`src/rtl/fetch_priv_ctrl.sv`:
```
// fetch_priv_ctrl: stalls, kills and redirects fetch around IBAR, CSR-write and TLB-op instructions.
module fetch_priv_ctrl #(
  parameter int SETTLE_CYC = 2,
  parameter int CNT_W      = 3
) (
  input  logic        clk,
  input  logic        rst,
  input  logic        flush,
  input  logic        dec_valid,
  input  logic        dec_ready,
  input  logic [31:0] dec_pc,
  input  logic [1:0]  ibar_flag,
  input  logic [1:0]  csr_flag,
  input  logic [1:0]  tlb_flag,
  input  logic        ibar_from_ex,
  input  logic        csr_from_ex,
  input  logic        tlb_from_ex,
  input  logic        icache_idle,
  input  logic        dcache_idle,
  input  logic        csr_done,
  input  logic        tlb_done,
  output logic        fetch_stall,
  output logic        flush_fetch,
  output logic        set_pc,
  output logic [31:0] pc_target,
  output logic [1:0]  priv_cause,
  output logic        busy
);
  typedef enum logic [3:0] {
    IDLE, WAIT_EX_IBAR, WAIT_EX_CSR, WAIT_EX_TLB,
    WAIT_CACHE_IDLE, WAIT_CSR_OK, WAIT_TLB_OK, SETTLE, REDIRECT
  } st_t;
  localparam int  SL  = (SETTLE_CYC > 0) ? SETTLE_CYC - 1 : 0;
  localparam st_t ADV = (SETTLE_CYC == 0) ? REDIRECT : SETTLE;
  st_t st, nxt;
  logic [CNT_W-1:0] cnt;
  logic [1:0] any;
  logic fire, cap;
  always_comb begin
    any  = ibar_flag | csr_flag | tlb_flag;
    fire = dec_valid & dec_ready & (|any);
    cap  = (st == IDLE) & fire & ~flush;
    nxt  = st;
    case (st)
      IDLE:            if (fire) nxt = |ibar_flag ? WAIT_EX_IBAR : |csr_flag ? WAIT_EX_CSR : WAIT_EX_TLB;
      WAIT_EX_IBAR:    if (ibar_from_ex) nxt = WAIT_CACHE_IDLE;
      WAIT_EX_CSR:     if (csr_from_ex) nxt = WAIT_CSR_OK;
      WAIT_EX_TLB:     if (tlb_from_ex) nxt = WAIT_TLB_OK;
      WAIT_CACHE_IDLE: if (icache_idle & dcache_idle) nxt = ADV;
      WAIT_CSR_OK:     if (csr_done) nxt = ADV;
      WAIT_TLB_OK:     if (tlb_done) nxt = ADV;
      SETTLE:          if (cnt == '0) nxt = REDIRECT;
      default:         nxt = IDLE;
    endcase
    if (flush) nxt = IDLE;
  end
  // outputs are registered from the next state so they line up with the state they describe
  always_ff @(posedge clk) begin
    if (rst) begin
      st          <= IDLE;
      cnt         <= '0;
      pc_target   <= '0;
      priv_cause  <= '0;
      fetch_stall <= 1'b0;
      flush_fetch <= 1'b0;
      set_pc      <= 1'b0;
      busy        <= 1'b0;
    end else begin
      st          <= nxt;
      cnt         <= flush ? '0 : (st != SETTLE && nxt == SETTLE) ? CNT_W'(SL) :
                     (st == SETTLE && cnt != '0) ? cnt - 1'b1 : cnt;
      if (cap) begin
        pc_target  <= dec_pc + (any[0] ? 32'd4 : 32'd8);
        priv_cause <= |ibar_flag ? 2'b01 : |csr_flag ? 2'b10 : 2'b11;
      end else if (nxt == IDLE) begin
        priv_cause <= 2'b00;
      end
      busy        <= nxt != IDLE;
      fetch_stall <= nxt != IDLE;
      flush_fetch <= nxt == WAIT_EX_IBAR || nxt == WAIT_EX_CSR || nxt == WAIT_EX_TLB;
      set_pc      <= nxt == REDIRECT;
    end
  end
endmodule

```
`config.mk`:
```
export PLATFORM = sky130hd
export DESIGN_NAME = fetch_priv_ctrl
export DESIGN_NICKNAME = d
export VERILOG_FILES = /design/src/rtl/fetch_priv_ctrl.sv
export SDC_FILE = /design/constraint.sdc
export NUM_CORES = 1
export LEC_CHECK = 0
export ABC_AREA = 1
export BUFFER_PORTS_ARGS = -buffer_cell sky130_fd_sc_hd__clkbuf_2
export CORE_MARGIN = 1.5
export CORE_UTILIZATION = 44
export DETAILED_ROUTE_END_ITERATION = 8
export PLACE_DENSITY = 0.71
export REMOVE_ABC_BUFFERS = 1
export SLEW_MARGIN = 15
export SYNTH_ARGS = -nofsm -noshare
export SYNTH_HDL_FRONTEND = slang
export SYNTH_SLANG_ARGS = --single-unit
```
`constraint.sdc`:
```
create_clock -name clk -period 1.9 [get_ports clk]
set_input_delay 0.38 -clock clk [delete_from_list [all_inputs] [get_ports clk]]
set_output_delay 0.38 -clock clk [all_outputs]
set_load 0.01 [all_outputs]
```
==> results of run 1 <==
==> routing by layer <==
metal,vias to the layer above,global-route usage,part of all wire
li1,1547,-,-
met1,1300,0.2653,0.44
met2,78,0.3805,0.49
met5,-,0,0
met3,6,0.03736,0.054
met4,0,0.07833,0.015
==> cells by family (layout without fill, tap and decap cells) <==
| family | after synthesis | after routing | synth area share |
|---|---|---|---|
| XOR/XNOR | 14 | 14 | 0.04393 |
| buffers and inverters | 67 | 173 | 0.1053 |
| AO/OA/AOI/OAI | 60 | 60 | 0.1367 |
| AND/OR/NAND/NOR | 225 | 225 | 0.3734 |
| adder cells (fa/ha/maj) | 5 | 5 | 0.02510 |
| flip-flops | 44 | 44 | 0.3156 |
==> where the power goes <==
part	total [mW]	switching [mW]	internal, mW
combinational	0.384	0.223	0.161
sequential	0.984	0.0226	0.962
clock	0.614	0.324	0.290
==> cell usage after synthesis, drive strengths merged <==
master	instances
a21oi	20
a31oi	3
and2	1
buf	9
clkbuf	3
dfxtp	44
fa	1
ha	4
inv	55
nand2	95
nand3	34
nand3b	2
nand4	11
nor2	56
nor3	12
nor4	2
o211ai	7
o21a	7
o21ai	22
o21bai	1
or2	12
xnor2	5
xor2	9
==> worst register-to-register path, delay by kind of cell (launching register included) <==
family,cells,cell delay [ns]
simple gates,9,0.88
fa+ha+maj,1,0.17
flops,1,0.32
compound gates,1,0.06
buf+inv,2,0.12
==> cell type report <==
cell class,count,area (um2),share of cell area
sequential,44,880.8,0.2443
timing repair buffer,110,639.4,0.1773
tap,75,93.84,0.02602
clock inverter,2,10.01,0.002776
clock buffer,6,82.58,0.02290
multi-input combinational,304,1690,0.4688
inverter,55,209.0,0.05795
==> registers in the layout, summed over array words and instances, names as in the netlist <==
name         flops
flush_fetch      1
cnt              3
busy             1
pc_target       32
st               4
priv_cause       2
set_pc           1
==> metrics by stage <==
step | setup WS, ns | utilization | area (um2)
final | 0.09839 | 0.5984 | 3606
after global routing | -0.007089 | 0.5984 | 3606
after CTS | -0.03614 | 0.5793 | 3491
after detailed placement | -0.3480 | 0.5635 | 3396
after global placement | -0.3249 | 0.5635 | 3396
after floorplan | -0.1442 | - | 2704
==> worst min-delay path by stage <==
| stage | end | slack (ns) | start | depth (start not counted) |
|---|---|---|---|---|
| after floorplan | cnt[1]$_SDFFE_PP0P_ | 0.44 | cnt[1]$_SDFFE_PP0P_ | 2 |
| after global placement | cnt[1]$_SDFFE_PP0P_ | 0.45 | cnt[1]$_SDFFE_PP0P_ | 2 |
| after detailed placement | cnt[1]$_SDFFE_PP0P_ | 0.46 | cnt[1]$_SDFFE_PP0P_ | 2 |
| after CTS | pc_target[1]$_SDFFE_PP0P_ | 0.31 | dec_pc[1] | 3 |
| after global routing | pc_target[0]$_SDFFE_PP0P_ | 0.32 | dec_pc[0] | 3 |
| final | pc_target[1]$_SDFFE_PP0P_ | 0.31 | dec_pc[1] | 3 |
==> repair_timing <==
action                                  4_1_cts  5_1_grt
gates resized for setup                       1       24
endpoints found under the setup margin        4       15
hold endpoints to repair                      0        0
buffers inserted                              0        3
pin swaps                                     0        6
==> run metrics, run 1 <==
Crit-path slowest cell fa_2; fillers 570; crit path buf inv count 5; Hold Slack approximately 0.31 ns; post-synthesis sequential area ratio 0.3156; row count 28; Die ar. ~6800 um2; Worst R2R End priv_cause[0]$_SDFFE_PP0P_; total grt overflow 0; Yosys warning total 0; Top Family by Delay on Critical Path simple AND/OR/NAND/NOR gates; crit start category primary input; Leak between 1.5 and 2 nW; Worst setup EP type flip-flop; CP Depth 14; drt drc 0; Crit Path Class in2reg; die width 82.65 um; Max VDD drop between 0.3 and 0.4 mV; crit path time final ~1.8 ns; Worst Reg-to-Reg Cells 13; Final Power between 1.5 and 2 mW; relative slew slack 0.7139; Post-Syn Instances roughly 420; Non-Filler Instances around 600; area share of the largest cell type after synthesis 0.3156; Setup crit start ibar_flag[0]; synthesized cell area between 2000 and 3000 um2; commonest non-fill, non-tap cell in the layout nand2_1; WL final around 7200 um; final hold violation count 0; Worst Max-Slew Pin Slew between 0.4 and 0.5 ns; IO Count 88; layout cell share with drive strength beyond 1 0.3148; largest net degree at the start of global routing between 40 and 50; vias post-DR roughly 2900; Routed wire per std cell around 12 um; Pwr per Cell Area ~550 nW/um2; RR Startpoint cnt[0]$_SDFFE_PP0P_; gr usage total 0.2172; Max-Cap Viols 0; Avg Cell Area, Syn between 6 and 7 um2; status complete, no violations; Worst Skew 0.004264 ns; CTS H-tree depth 2; Clock transition at path regs 0.08 ns; crit-path max FO 4; clk sink count 44; Tcrit/Tclk final 0.9482; first-pass GRT wire length between 10000 and 15000 um; HP Class in2reg; Routability Congestion a little under 0.9; internal reg-to-reg setup slack 0.23 ns; number of buffers created by CTS 5; WP data required 2.15 ns; setup total negative slack 0 ns; Via density 4.918; Cells after DPL ~600; Initial Util 0.4632; fin. max-slew vios 0; f_max around 560 MHz; Clk Latency, worst-skew pair 0.30 ns; Yosys cell types 37; final setup fails 0; die height 82.65 um; CORE AREA between 6000 and 7000 um2; commonest cells after routing, fill and taps aside nand2_1 (88), clkbuf_2 (84), inv_1 (49); TritonRoute pass-1 iters 4; CTS tree done; n_diodes 0; Nets between 500 and 600; post-route ant nets 0; post-DP HPWL 5616 um; CP Capture Point pc_target[26]$_SDFFE_PP0P_; initial antenna violation count 0; root buffer cell clkbuf_8; First DRT Iteration DRCs 115; input/output buffers 87; top cells by area, synth dfxtp_1 (32%), nand2_1 (12%), inv_1 (6.9%), nor2_1 (6.7%), nand3_1 (5.6%); Slowest Stage Delay on Critical Path roughly 0.45 ns; critical-path cell list buf_6 > nor3_4 > inv_2 > ha_4 > inv_4 > fa_2 > nor2_4 > inv_2 > nor2_4 > nand2_2 > or2_0 > nand3_1 > o211ai_2 > inv_1; Yosys reg bits 44; number of global-route vias before repair about 2600; worst-case clock buffer depth 2; Layout area overhead 29.18%; post-synth top area cell dfxtp_1; CTS Hold Buffers Added 0; data arrival time of the critical path ~2.1 ns
Note: power is estimated with default switching activity, not from simulation.
==> run 2, diff against run 1 <==
CORE_UTILIZATION = 46   (was 44)
PLACE_DENSITY = 0.74   (was 0.71)
==> run 2 against run 1 <==
Critical path depth stayed put. Clock-buffer cell count is 1 lower. Global-route usage is 2.4 points higher. Design area is 0.24% higher. Maximum frequency is 0.37% lower. Critical path type unchanged. Critical endpoint unchanged. Highest routed layer unchanged.
==> run metrics, run 2 (synthesis gave the netlist of run 1 again) <==
status complete, no violations; Max-Cap Viols 0 (unchanged); RR Startpoint cnt[0]$_SDFFE_PP0P_; f_max 553.0 MHz (-0.37%); Leak 1.767 nW (+0.52%); WP data required 2.15 ns (about the same); Final Power 2.206 mW (+11%); Setup crit start ibar_flag[0]; CTS Hold Buffers Added 0 (unchanged); largest net degree at the start of global routing 37 (-21%); commonest cells after routing, fill and taps aside nand2_1 (87), clkbuf_2 (87), inv_1 (48); max reg flops 32 (unchanged); row count 28 (unchanged); initial antenna violation count 0 (unchanged); First DRT Iteration DRCs 177 (+54%); CP dominant cell by count inv_2; RSZ-0062 raised after global routing yes; Clk Latency, worst-skew pair 0.30 ns (about the same); post-route ant nets 0 (unchanged); Flop pwr share 0.447 (-0.050); final setup fails 0 (unchanged); number of buffers created by CTS 5 (unchanged); layout cell share with drive strength beyond 1 0.3186 (+0.003839); Pwr per Cell Area 610.2 nW/um2 (+11%); final hold violation count 0 (unchanged); critical-path cell list clkbuf_2 > nor3_4 > inv_2 > ha_4 > inv_2 > fa_2 > nor2_4 > inv_2 > nor2_4 > nand2_2 > or2_0 > nand3_1 > o211ai_2 > inv_1; worst-case clock buffer depth 2 (unchanged); Placed Instance Area 3431 um2 (+1.0%); Comb power frac 0.175 (-0.019); sw power 0.5643 mW (-0.80%); crit path buf inv count 5 (unchanged); CTS tree done; relative slew slack 0.7513 (+0.03734); die width 80.90 um (-2.1%); Layout area overhead 29.49%; Via density 5.010 (+1.9%); drt drc 0 (unchanged); Nets 576 (+0.17%); total grt overflow 0 (unchanged); Crit Path Class in2reg; Routability Congestion 0.9081 (+2.3%); min-delay src dec_pc[1]; crit path time final 1.808 ns (+0.006659 ns); crit start category primary input; Crit-path slowest cell fa_2; HP Class in2reg; WL final 7629 um (+5.9%); IO Count 88 (unchanged); Clock transition at path regs 0.08 ns (about the same); Pint 1.641 mW (+16%); first-pass GRT wire length 12280 um (+7.9%); fin util 0.6142 (+0.01574); CTS H-tree depth 2 (unchanged); CORE AREA 5886 um2 (-2.3%); Switching Share 0.2559 (-0.03114); crit-path max FO 4 (unchanged); vias post-DR 2986 (+1.9%); Routed wire per std cell 12.80 um (+5.9%); n_diodes 0 (unchanged); number of global-route vias before repair 2718 (+4.7%); Worst Max-Slew Pin Slew 0.3697 ns (-0.05550 ns); root buffer cell clkbuf_8; input/output buffers 87 (unchanged); clk sink count 44 (unchanged); gr usage total 0.2412 (+0.02401); Max VDD drop 0.3195 mV (-12%); Final Instance Area 3615 um2 (+0.24%); TritonRoute pass-1 iters 4 (unchanged); Slowest Stage Delay on Critical Path 0.44 ns (about the same); largest register by flop count pc_target; Top Family by Delay on Critical Path simple AND/OR/NAND/NOR gates; fin. max-slew vios 0 (unchanged); data arrival time of the critical path 2.06 ns (about the same); Worst Skew 0.004728 ns (+0.0004640 ns); Die ar. 6545 um2 (-4.2%); die height 80.90 um (-2.1%); Tcrit/Tclk final 0.9517 (+0.003505); Worst setup EP type flip-flop; post-DP HPWL 6084 um (+8.3%); clock network power share 0.379 (+0.069); Largest regs pc_target (32), st (4), cnt (3); Initial Util 0.4743 (+0.01103)
==> run 2: cell types whose count changed in the layout (fill, tap and decap cells not counted), moves of 2 or more <==
cell       previous run  this run
buf_6                 3         0
clkbuf_2             84        87
bufinv_16             0         2
clkinv_2              2         0
inv_2                 5         7
==> run 2: final timing paths <==
check / end / slack (ns) / cells after the start
hold reg to reg: cnt[1]$_SDFFE_PP0P_ / 0.47 / 2
setup reg to reg: priv_cause[1]$_SDFFE_PP0P_ / 0.22 / 13
setup / recovery: pc_target[26]$_SDFFE_PP0P_ / 0.09 / 14
hold / removal: pc_target[1]$_SDFFE_PP0P_ / 0.31 / 3
==> run 2: power groups by stage <==
| stage | sequential [mW] | combinational (mW) | clock (mW) |
|---|---|---|---|
| 4_1_cts | 0.985 | 0.376 | 0.860 |
| 5_1_grt | 0.990 | 0.427 | 0.892 |
| 2_1_floorplan | 1.02 | 0.161 | 0 |
| 3_5_place_dp | 1.01 | 0.372 | 0 |
| 6_report | 0.985 | 0.385 | 0.836 |
| 3_3_place_gp | 1.01 | 0.367 | 0 |
==> run 2: final cells by class <==
class                   count  area, um2
repair buffers            111      640.6
multi-input cells         304       1664
well taps                  75      93.84
clock buffers               5      68.82
inverters                  55      206.4
clock inverters             2      60.06
fillers                   547       2271
flip-flops and latches     44      880.8
==> run 2: worst register-to-register path: cells and delay by family, from the launching register on <==
kind / cells / cell delay (ns)
adder cells (fa/ha/maj): 1 / 0.17
buffers and inverters: 2 / 0.12
AO/OA/AOI/OAI: 1 / 0.06
AND/OR/NAND/NOR: 9 / 0.89
flip-flops: 1 / 0.32
==> run 2: per-layer routing <==
| metal | part of all wire | GRT usage |
|---|---|---|
| met4 | 0.019 | 0.07241 |
| met5 | 0 | 0 |
| met1 | 0.46 | 0.3014 |
| met2 | 0.47 | 0.4142 |
| met3 | 0.051 | 0.05169 |
==> run 2: repair_timing <==
item                       4_1_cts  5_1_grt
buffers inserted                 0        1
setup endpoints to repair        1        8
resized for setup                2       13
pin swaps                        0        5
cloned                           0        0
==> run 2: stage by stage <==
step                setup slack [ns]  instances  hold slack (ns)  setup TNS [ns]
detailed placement           -0.3267        588           0.4597          -4.247
CTS                          0.06814        595           0.3024               0
global placement             -0.2677        588           0.4500          -3.523
floorplan                    -0.1442        403           0.4384         -0.6382
finish                       0.09173        596           0.3086               0
global route                -0.01500        596           0.3106        -0.02250
